**src/rtl/arbiter_rr16.sv**
```systemverilog
// Round-robin arbiter over N requesters with a one-hot grant and a binary
// index of the winner. Grants are combinational from `ready` and the
// registered priority pointer; the pointer moves past each winner so the
// last requester served becomes the lowest priority on the next cycle.
module arbiter_rr16 #(
  parameter int N = 16
) (
  input  logic         CLK,
  input  logic         RESET,
  input  logic [N-1:0] ready,
  output logic [N-1:0] grant,
  output logic [31:0]  granted
);

  localparam int PW = (N > 1) ? $clog2(N) : 1;

  // Index of the requester scanned first this cycle.
  logic [PW-1:0] ptr;

  // Bits at or above the pointer form the high-priority window; when none
  // of them request, the scan wraps to the lowest set bit of `ready`.
  logic [N-1:0]  upper_mask;
  logic [N-1:0]  req_upper;
  logic          any_upper;
  logic          any_req;
  logic [31:0]   idx_upper;
  logic [31:0]   idx_all;

  genvar gi;
  generate
    for (gi = 0; gi < N; gi = gi + 1) begin : g_mask
      assign upper_mask[gi] = (PW'(gi) >= ptr);
    end
  endgenerate

  assign req_upper = ready & upper_mask;
  assign any_upper = |req_upper;
  assign any_req   = |ready;

  // Lowest set index inside the upper window and across the whole vector.
  always_comb begin
    idx_upper = 32'(N);
    idx_all   = 32'(N);
    for (int i = N - 1; i >= 0; i--) begin
      if (req_upper[i]) idx_upper = 32'(i);
      if (ready[i])     idx_all   = 32'(i);
    end
  end

  // Pick the winner and build the matching one-hot vector.
  always_comb begin
    grant = '0;
    if (any_upper) begin
      granted = idx_upper;
    end else begin
      granted = idx_all;
    end
    for (int i = 0; i < N; i++) begin
      if (any_req && (granted == 32'(i))) grant[i] = 1'b1;
    end
  end

  // Advance the pointer past the winner; hold it when nobody requests.
  always_ff @(posedge CLK) begin
    if (RESET) begin
      ptr <= '0;
    end else if (any_req) begin
      if (granted == 32'(N - 1)) begin
        ptr <= '0;
      end else begin
        ptr <= PW'(granted + 32'd1);
      end
    end
  end

endmodule

```
**config.mk**
```make
export PLATFORM = sky130hd
export DESIGN_NAME = arbiter_rr16
export DESIGN_NICKNAME = d
export VERILOG_FILES = /design/src/rtl/arbiter_rr16.sv
export SDC_FILE = /design/constraint.sdc
export NUM_CORES = 1
export LEC_CHECK = 0
export CAP_MARGIN = 20
export CORE_AREA = 2 2 53 55
export DETAILED_ROUTE_END_ITERATION = 8
export DIE_AREA = 0 0 55 57
export DONT_BUFFER_PORTS = 1
export HOLD_SLACK_MARGIN = 0.02
export PLACE_DENSITY_LB_ADDON = 0.08
export SLEW_MARGIN = 20
export SYNTH_ARGS = -nofsm -noshare
export SYNTH_HDL_FRONTEND = slang
export SYNTH_SLANG_ARGS = --single-unit
```
**constraint.sdc**
```tcl
create_clock -name CLK -period 4.64 [get_ports CLK]
set_input_delay 1.392 -clock CLK [delete_from_list [all_inputs] [get_ports CLK]]
set_output_delay 1.392 -clock CLK [all_outputs]
set_load 0.005 [all_outputs]
```
[After elaboration in Yosys (flattened, before gate mapping)]
Cells that the tools add are included.
Storage, ports and cells
  flip-flop bits (word level): 4
  latch bits: 0
  memory bits (writable): 0
  ROM bits: 0
  input port bits: 18
  word-level logic and storage cells: 103
  memories: 0
Operators by class
  add/subtract/negate cells: 1
  $mul: 0
  div/mod/pow operators: 0
  magnitude comparators: 16
  eq/ne operators: 15
  shifts and indexed selects: 0
  mux-type cells: 50
  bitwise operators: 1
  reductions and logical operators: 19
Operators with widths (number)
  two-way mux 32 bit: 31
  equality test 32 x 4 -> 1 bit, second input constant: 8
  equality test 32 x 3 -> 1 bit, second input constant: 4
  equality test 32 x 2 -> 1 bit, second input constant: 2
  equality test 32 x 1 -> 1 bit, second input constant: 1
  greater-or-equal comparator 4 bit, first input constant: 8
  zero test 32 bit: 1
  OR reduction 16 bit: 2
  AND 16 bit: 1
  greater-or-equal comparator 3 x 4 -> 1 bit, first input constant: 4
  logical AND 1 bit: 16
  two-way mux 1 bit: 16
  two-way mux 5 bit: 2
  greater-or-equal comparator 1 x 4 -> 1 bit, first input constant: 2
  greater-or-equal comparator 2 x 4 -> 1 bit, first input constant: 2
  adder 4 x 1 -> 4 bit, second input constant: 1
  two-way mux 4 bit: 1

[Longest topological paths before layout]
Gate-level depths: netlist of run 1.
  word-level depth: 22
  gate-level depth with buffers: 11
  depth with buffers taken out: 10

[Worst setup path after synthesis of run 1]
Ideal clock, no wire load.
  kind: input to output
  start: input ready[12]
  end: output grant[10]
  arrival time: 3.122 ns
  required time: 3.248 ns
  setup slack: 0.126 ns
  stages on the path: 9
  cells stage by stage: or2_2 > a21o_1 > nand4bb_1 > or4_4 > and2_1 > inv_1 > ha_1 > inv_1 > nor2_1
On the way
  longest elaborated chain between the ends: 18
  elaborated cells on any way between the ends: 33
  those cells by class: 1 x eq/ne; 28 x mux; 1 x bitwise; 3 x reduce/logical
RTL lines
  start: declaration: RTL line 10  | input logic [N-1:0] ready,
  AND 16 bit: RTL line 36  | assign req_upper = ready & upper_mask;
  two-way mux 32 bit (13 in a row): RTL line 45  | if (req_upper[i]) idx_upper = 32'(i);
  two-way mux 32 bit *: RTL line 53  | if (any_upper) begin
  net granted[1]: RTL line 12  | output logic [31:0] granted
  equality test 32 x 4 -> 1 bit *: RTL line 59  | if (any_req && (granted == 32'(i))) grant[i] = 1'b1;
  logical AND 1 bit *: RTL line 59
  two-way mux 1 bit *: RTL line 59
  end: declaration: RTL line 11  | output logic [N-1:0] grant,
Mark *: on every way through the listed nets, which the timed path passes. The rest lies on a longest branch.

[Worst setup path after layout of run 1]
  start: input ready[12]
  end: output grant[14]
On the way
  longest elaborated chain between the ends: 18
  elaborated cells on any way between the ends: 33
  those cells by class: 1 x eq/ne; 28 x mux; 1 x bitwise; 3 x reduce/logical
RTL lines (RTL line)
  AND 16 bit: 36
  two-way mux 32 bit (13 in a row): 45
  two-way mux 32 bit: 53
  equality test 32 x 4 -> 1 bit: 59
  logical AND 1 bit *: 59
  two-way mux 1 bit *: 59
Mark *: on every way between the ends. The rest lies on a longest branch, timed or not.

==> results of run 1 <==
worst min-delay path by stage:
stage,to,start,slack (ns),depth (start not counted)
floorplan,ptr[0],ptr[0],0.63,3
global placement,ptr[3],ptr[3],0.64,2
detailed placement,ptr[3],ptr[3],0.66,2
CTS,ptr[3],ptr[3],0.66,2
global route,ptr[3],ptr[3],0.69,2
finish,ptr[3],ptr[3],0.66,2
area by class of cell:
type	instances	area share
Multi-Input combinational cell	157	0.777
Timing Repair Buffer	11	0.0666
Sequential cell	4	0.0646
Inverter	14	0.0424
Tap cell	31	0.0313
Clock buffer	3	0.0182
cells by family (layout without fill, tap and decap cells):
kind of cell	Yosys count	count (layout)	synth area share
flip-flops	4	4	0.0657
other	1	27	0.00308
AND/OR/NAND/NOR	71	71	0.301
buffers and inverters	49	28	0.254
AO/OA/AOI/OAI	56	56	0.348
multiplexers	1	1	0.00821
adder cells (fa/ha/maj)	2	2	0.0205
stage by stage:
stage | setup WS [ns] | hold WS, ns | cell area (sq um) | total power [uW] | cells
after global routing | 0.00466 | 0.690 | 1240 | 503 | 220
final | 0.0988 | 0.657 | 1240 | 462 | 220
after detailed placement | 0.0437 | 0.656 | 1180 | 405 | 217
after CTS | 0.0409 | 0.660 | 1200 | 449 | 220
after global placement | 0.0850 | 0.642 | 1180 | 398 | 217
after floorplan | 0.126 | 0.633 | 1320 | 334 | 210
cells in the mapped netlist (all sizes together) (2+ instances only):
| master | n |
|---|---|
| o32a | 2 |
| o21ai | 5 |
| nand4 | 2 |
| nor2b | 4 |
| or4 | 2 |
| a221oi | 4 |
| o221a | 2 |
| or2 | 3 |
| o211ai | 5 |
| a31oi | 5 |
| a21oi | 11 |
| nor2 | 28 |
| nand2 | 9 |
| a21o | 5 |
| a21boi | 2 |
| buf | 35 |
| nand2b | 5 |
| or3 | 2 |
| inv | 14 |
| a211oi | 4 |
| o41ai | 2 |
| ha | 2 |
| dfxtp | 4 |
| nor3 | 2 |
| nand3 | 3 |
| nor4 | 5 |
critical path, delay by kind of cell:
kind | cells | cell delay, ns
fa+ha+maj | 1 | 0.15
buf+inv | 2 | 0.13
simple gates | 5 | 1.30
compound gates | 1 | 0.18
per-layer routing:
layer	vias to the layer above	GRT usage
met3	2	0.0497
met4	0	0.0418
met2	52	0.342
met5	-	0
li1	626	-
met1	601	0.269
power by group:
group,leakage [uW],switching [uW],internal (uW),total (uW)
Combinational,0.000466,197,138,335
Clock,0.0000138,14.7,29.0,43.7
Sequential,0.0000330,36.5,46.3,82.7
Total,0.000513,248,213,462
==> results.json, run 1 <==
{
  "critical_path_required_ns": 3.25,
  "worst-setup-path-type": "input port to primary output",
  "worst_r2r_endpoint": "ptr[1]",
  "via_count": 1281,
  "final.fill_count": 287,
  "r2r_slack_ns": 1.80,
  "violation_count_after_the_first_detailed_routing_iteration": 36,
  "tritoncts.num_buffers": 3,
  "final_period_minus_worst_setup_slack_ns": 4.54,
  "route.final.wire_length_um": 3190,
  "tritoncts": "yes",
  "cts_max_path_buffers": 2,
  "max_clock_freq_mhz": 220,
  "timing.critical_path.to": "grant[14]",
  "postSynthCellCount": 184,
  "chipWidth_um": 55,
  "place_congestion": 0.889,
  "status": "finished clean",
  "cts-resized-gates": 0,
  "grt_first_pass_wirelength_um": 5010,
  "tightest_slew_ns": 0.554,
  "irDropWorstVdd_mv": 0.278,
  "sequential_cell_area_sq_um": 80.1,
  "path_cells": "or2_2 > a21o_1 > nand4bb_1 > or4_4 > and2_1 > inv_1 > ha_1 > inv_2 > nor2_2",
  "route.detailed.vias_per_inst": 5.82,
  "setup_repair_after_global_routing_missed_its_margin": "no",
  "regToRegStartpoint": "ptr[1]",
  "maxUsedRoutingLayer": "met4",
  "multi_input_area_sq_um": 963,
  "final_min_period_over_clock_period": 0.979,
  "drt_first_pass_iters": 4,
  "mostFrequentLayoutCell": "sky130_fd_sc_hd__conb_1",
  "max_slew_margin": 0.621,
  "largest_registers_ranked_by_flip_flop_count": "ptr: 4 flops",
  "post_route_cells_drive_above_1_share": 0.159,
  "fin_worst_skew_ns": 0.00485,
  "dp.final_hpwl_um": 2560,
  "critPathArrivalTime_ns": 3.15,
  "clock_slew_at_reported_path_ffs_ns": 0.03,
  "placeableCoreArea_sq_um": 2620,
  "timing.final.hold_violations": 0,
  "syn_area_per_cell_sq_um": 6.62,
  "seq_total_area_yosys": 0.0657,
  "r2r_cells": 9,
  "clock_insertion_delay_worst_skew_ns": 0.24,
  "diode_count": 0,
  "power_density_nw_per_um2": 372,
  "classification_of_the_worst_slack_hold_path": "flip-flop to flip-flop",
  "nets": 211,
  "wl_per_cell_um": 14.5,
  "top_register": "ptr",
  "ys_types": 50,
  "cp-startpoint": "ready[12]",
  "drc_violations_left": 0,
  "leading_post_synthesis_cells_by_cell_area": "sky130_fd_sc_hd__buf_4, sky130_fd_sc_hd__nor2_1, sky130_fd_sc_hd__dfxtp_1",
  "syn_std_cell_area_sq_um": 1220,
  "finalSetupViolCount": 0,
  "buffer_ports.inserted": 0,
  "master_cell_of_the_clock_root_buffer": "sky130_fd_sc_hd__clkbuf_4",
  "synth_async_sr_flop_share": 0,
  "synthToLayoutAreaGrowth_pct": 1.75,
  "design.portCount": 66,
  "grt_max_degree": 18,
  "rows": 19,
  "global_route.overflow_total": 0,
  "final_cell_mix": "sky130_fd_sc_hd__conb_1, sky130_fd_sc_hd__nor2_1, sky130_fd_sc_hd__inv_1, sky130_fd_sc_hd__buf_4, sky130_fd_sc_hd__a21oi_1",
  "critical_path.endpoint_type": "primary output",
  "chipHeight_um": 57,
  "timing.critical_path.slowest_stage_cell": "sky130_fd_sc_hd__or4_4",
  "synth_warn": 0,
  "met2WireLength_um": 1610,
  "leading_register_cell_type_out_of_synthesis": "sky130_fd_sc_hd__dfxtp_1",
  "cp_slowest_stage_delay_ns": 0.50,
  "largest_reg_flops": 4,
  "antenna_violating_nets_post_route": 0,
  "netlist.top_cell.by_area": "sky130_fd_sc_hd__buf_4",
  "power.static_leakage_uw": 0.000513,
  "wirelength_met1_um": 1320,
  "postCtsHoldBufs": 0,
  "worst-path-max-fanout": 5,
  "antenna_violations_before_repair": 0,
  "number_of_global_route_vias_before_repair": 1161,
  "grt_usage": 0.207,
  "maxSlewViolCount": 0,
  "synth-seq-cells": 4,
  "starting_utilization_of_the_core_area": 0.466,
  "tns_setup_ns": 0,
  "timing.max_cap.violations": 0,
  "routed-wl-met3_um": 234,
  "synth_edf_count": 0,
  "final_core_util": 0.474,
  "cts_sinks": 4,
  "start_kind": "input port",
  "synth.top_cell.area_share": 0.185,
  "cts.repair_timing.setup_buffer_count": 0,
  "clock_tree.htree_level_count": 1,
  "design.die.area_sq_um": 3140
}
No activity file was read; power rests on OpenSTA's default activity.
==> run 2, diff against run 1 <==
--- a/config.mk
+++ b/config.mk
@@ -6,10 +6,9 @@
 export NUM_CORES = 1
 export LEC_CHECK = 0
 export CAP_MARGIN = 20
-export CORE_AREA = 2 2 53 55
+export CORE_AREA = 2 2 59 61
 export DETAILED_ROUTE_END_ITERATION = 8
-export DIE_AREA = 0 0 55 57
-export DONT_BUFFER_PORTS = 1
+export DIE_AREA = 0 0 61 63
 export HOLD_SLACK_MARGIN = 0.02
 export PLACE_DENSITY_LB_ADDON = 0.08
 export SLEW_MARGIN = 20
==> run 2 against run 1 <==
The run now ends with setup timing left; via count increased by 43%; sequential cell count unchanged; sequential share of layout area shrank 3.2 points; largest power group unchanged; worst hold slack improved by 0.22 ns; die area rose by 23%; worst setup slack lost 0.20 ns; critical path depth up 5; fmax fell by 4.2%; utilization up 28 points; cell area rose by 97%; clock power up 2%; wire length up 70%.
==> results.json, run 2 (synthesis gave the netlist of run 1 again) <==
{
  "wl_per_cell_um": 15.7,
  "max_slew_margin": 0.556,
  "tns_setup_ns": -0.834,
  "grt_first_pass_wirelength_um": 8060,
  "drc_violations_left": 0,
  "diode_count": 0,
  "drt_first_pass_iters": 4,
  "chipWidth_um": 61,
  "tightest_slew_ns": 0.665,
  "via_count": 1826,
  "tritoncts.num_buffers": 3,
  "grt_usage": 0.271,
  "critical_path.endpoint_type": "primary output",
  "antenna_violating_nets_post_route": 0,
  "timing.final.hold_violations": 0,
  "path_buf_inv": 6,
  "number_of_global_route_vias_before_repair": 1850,
  "starting_utilization_of_the_core_area": 0.377,
  "start_kind": "input port",
  "holdWs_ns": 0.872,
  "top_register": "ptr",
  "clock_tree.htree_level_count": 1,
  "place_congestion": 0.939,
  "worst-setup-path-type": "input port to primary output",
  "multi_input_area_sq_um": 1270,
  "largest_registers_ranked_by_flip_flop_count": "ptr: 4 flops",
  "route.final.wire_length_um": 5430,
  "final.fill_count": 262,
  "rows": 21,
  "final_cell_mix": "sky130_fd_sc_hd__buf_4, sky130_fd_sc_hd__conb_1, sky130_fd_sc_hd__buf_2, sky130_fd_sc_hd__nor2_1, sky130_fd_sc_hd__buf_6",
  "timing.max_cap.violations": 0,
  "setup_repair_after_global_routing_missed_its_margin": "yes",
  "irDropWorstVdd_mv": 0.292,
  "critPathArrivalTime_ns": 3.35,
  "clock_insertion_delay_worst_skew_ns": 0.24,
  "failing_checks": "setup timing",
  "cp_slowest_stage_delay_ns": 0.40,
  "timing.critical_path.slowest_stage_cell": "sky130_fd_sc_hd__or3_1",
  "maxSlewViolCount": 0,
  "nets": 321,
  "number_of_cells_in_the_design_after_placement": 312,
  "placeableCoreArea_sq_um": 3230,
  "chipHeight_um": 63,
  "largest_reg_flops": 4,
  "design.die.area_sq_um": 3840,
  "status": "complete, but fails checks",
  "cts_max_path_buffers": 2,
  "cts_sinks": 4,
  "worst-path-max-fanout": 4,
  "global_route.overflow_total": 0,
  "post_route_cells_drive_above_1_share": 0.589,
  "final_period_minus_worst_setup_slack_ns": 4.74,
  "sequential_cell_area_sq_um": 80.1,
  "critPathTopFamily": "simple AND/OR/NAND/NOR gates",
  "antenna_violations_before_repair": 0,
  "grt_max_degree": 16,
  "finalSetupViolCount": 14,
  "design.portCount": 66,
  "fin_worst_skew_ns": 0.00117,
  "buffer_ports.inserted": 38,
  "final_min_period_over_clock_period": 1.02,
  "tritoncts": "yes",
  "violation_count_after_the_first_detailed_routing_iteration": 107,
  "final_critical_path_setup_slack_ns": -0.100,
  "critical_path_required_ns": 3.25,
  "route.detailed.vias_per_inst": 5.29,
  "dp.final_hpwl_um": 3460,
  "clock_slew_at_reported_path_ffs_ns": 0.04,
  "max_clock_freq_mhz": 211,
  "power_density_nw_per_um2": 345,
  "mostFrequentLayoutCell": "sky130_fd_sc_hd__buf_4",
  "path_cells": "buf_8 > nor2b_1 > o211ai_1 > buf_4 > a21boi_1 > nor4_2 > or3_1 > buf_4 > and2_4 > inv_4 > ha_4 > inv_4 > nor2_4 > buf_2",
  "classification_of_the_worst_slack_hold_path": "flip-flop to flip-flop",
  "finish.cell_count_without_fillers": 345,
  "master_cell_of_the_clock_root_buffer": "sky130_fd_sc_hd__clkbuf_4",
  "power.static_leakage_uw": 0.00116,
  "synthToLayoutAreaGrowth_pct": 100
}
-- run 2: changes by cell type in the layout (fill, tap and decap cells not counted), sizes merged --
cell,change
clkdlybuf4s15,+1
dlymetal6s2s,+3
dlygate4sd2,+3
clkbuf,+3
clkdlybuf4s50,+1
buf,+99
-- run 2: worst paths after layout --
kind / startpoint / endpoint / slack [ns] / depth (start not counted)
max: ready[13] / grant[2] / -0.10 / 14
min: ptr[0] / ptr[0] / 0.87 / 2
max reg2reg: ptr[1] / ptr[1] / 1.52 / 15
min reg2reg: ptr[0] / ptr[0] / 0.87 / 2
-- run 2: power breakdown --
part / switching, uW / leakage (uW) / total (uW) / internal [uW]
sequential: 53.1 / 0.0000330 / 99.3 / 46.2
clock: 15.6 / 0.0000138 / 44.6 / 29.0
combinational: 342 / 0.00112 / 697 / 356
-- run 2: cell type report --
cell class              count  area share
multi-input cells         157       0.522
well taps                  46      0.0236
inverters                  14      0.0246
repair buffers            121       0.388
clock buffers               3     0.00923
flip-flops and latches      4      0.0328
-- run 2: repair_timing --
item	4_1_cts	5_1_grt
endpoints found under the hold margin	0	0
endpoints found under the setup margin	21	21
hold buffers	0	0
buffers inserted	24	10
resized for setup	173	55
pin swaps	45	21
-- run 2: stage by stage --
stage / power [uW] / setup WS (ns) / area, sq um / util
5_1_grt: 895 / -0.182 / 2440 / 0.755
2_1_floorplan: 334 / 0.126 / 1320 / -
4_1_cts: 746 / -0.0548 / 2190 / 0.679
3_3_place_gp: 583 / -0.891 / 1900 / 0.587
3_5_place_dp: 591 / -0.938 / 1900 / 0.587
6_report: 841 / -0.100 / 2440 / 0.755
-- run 2: worst min-delay path, stage by stage (launching register included) --
cell and delay, ns:
sky130_fd_sc_hd__dfxtp_1 0.49, sky130_fd_sc_hd__inv_1 0.24, sky130_fd_sc_hd__a211oi_1 0.10
-- run 2: metal layers --
layer,vias to the layer above,GRT usage,wire length (um)
met4,0,0.166,256
met5,-,0,0
met2,100,0.489,2940
met3,23,0.0352,282
met1,860,0.280,1950
li1,843,-,-
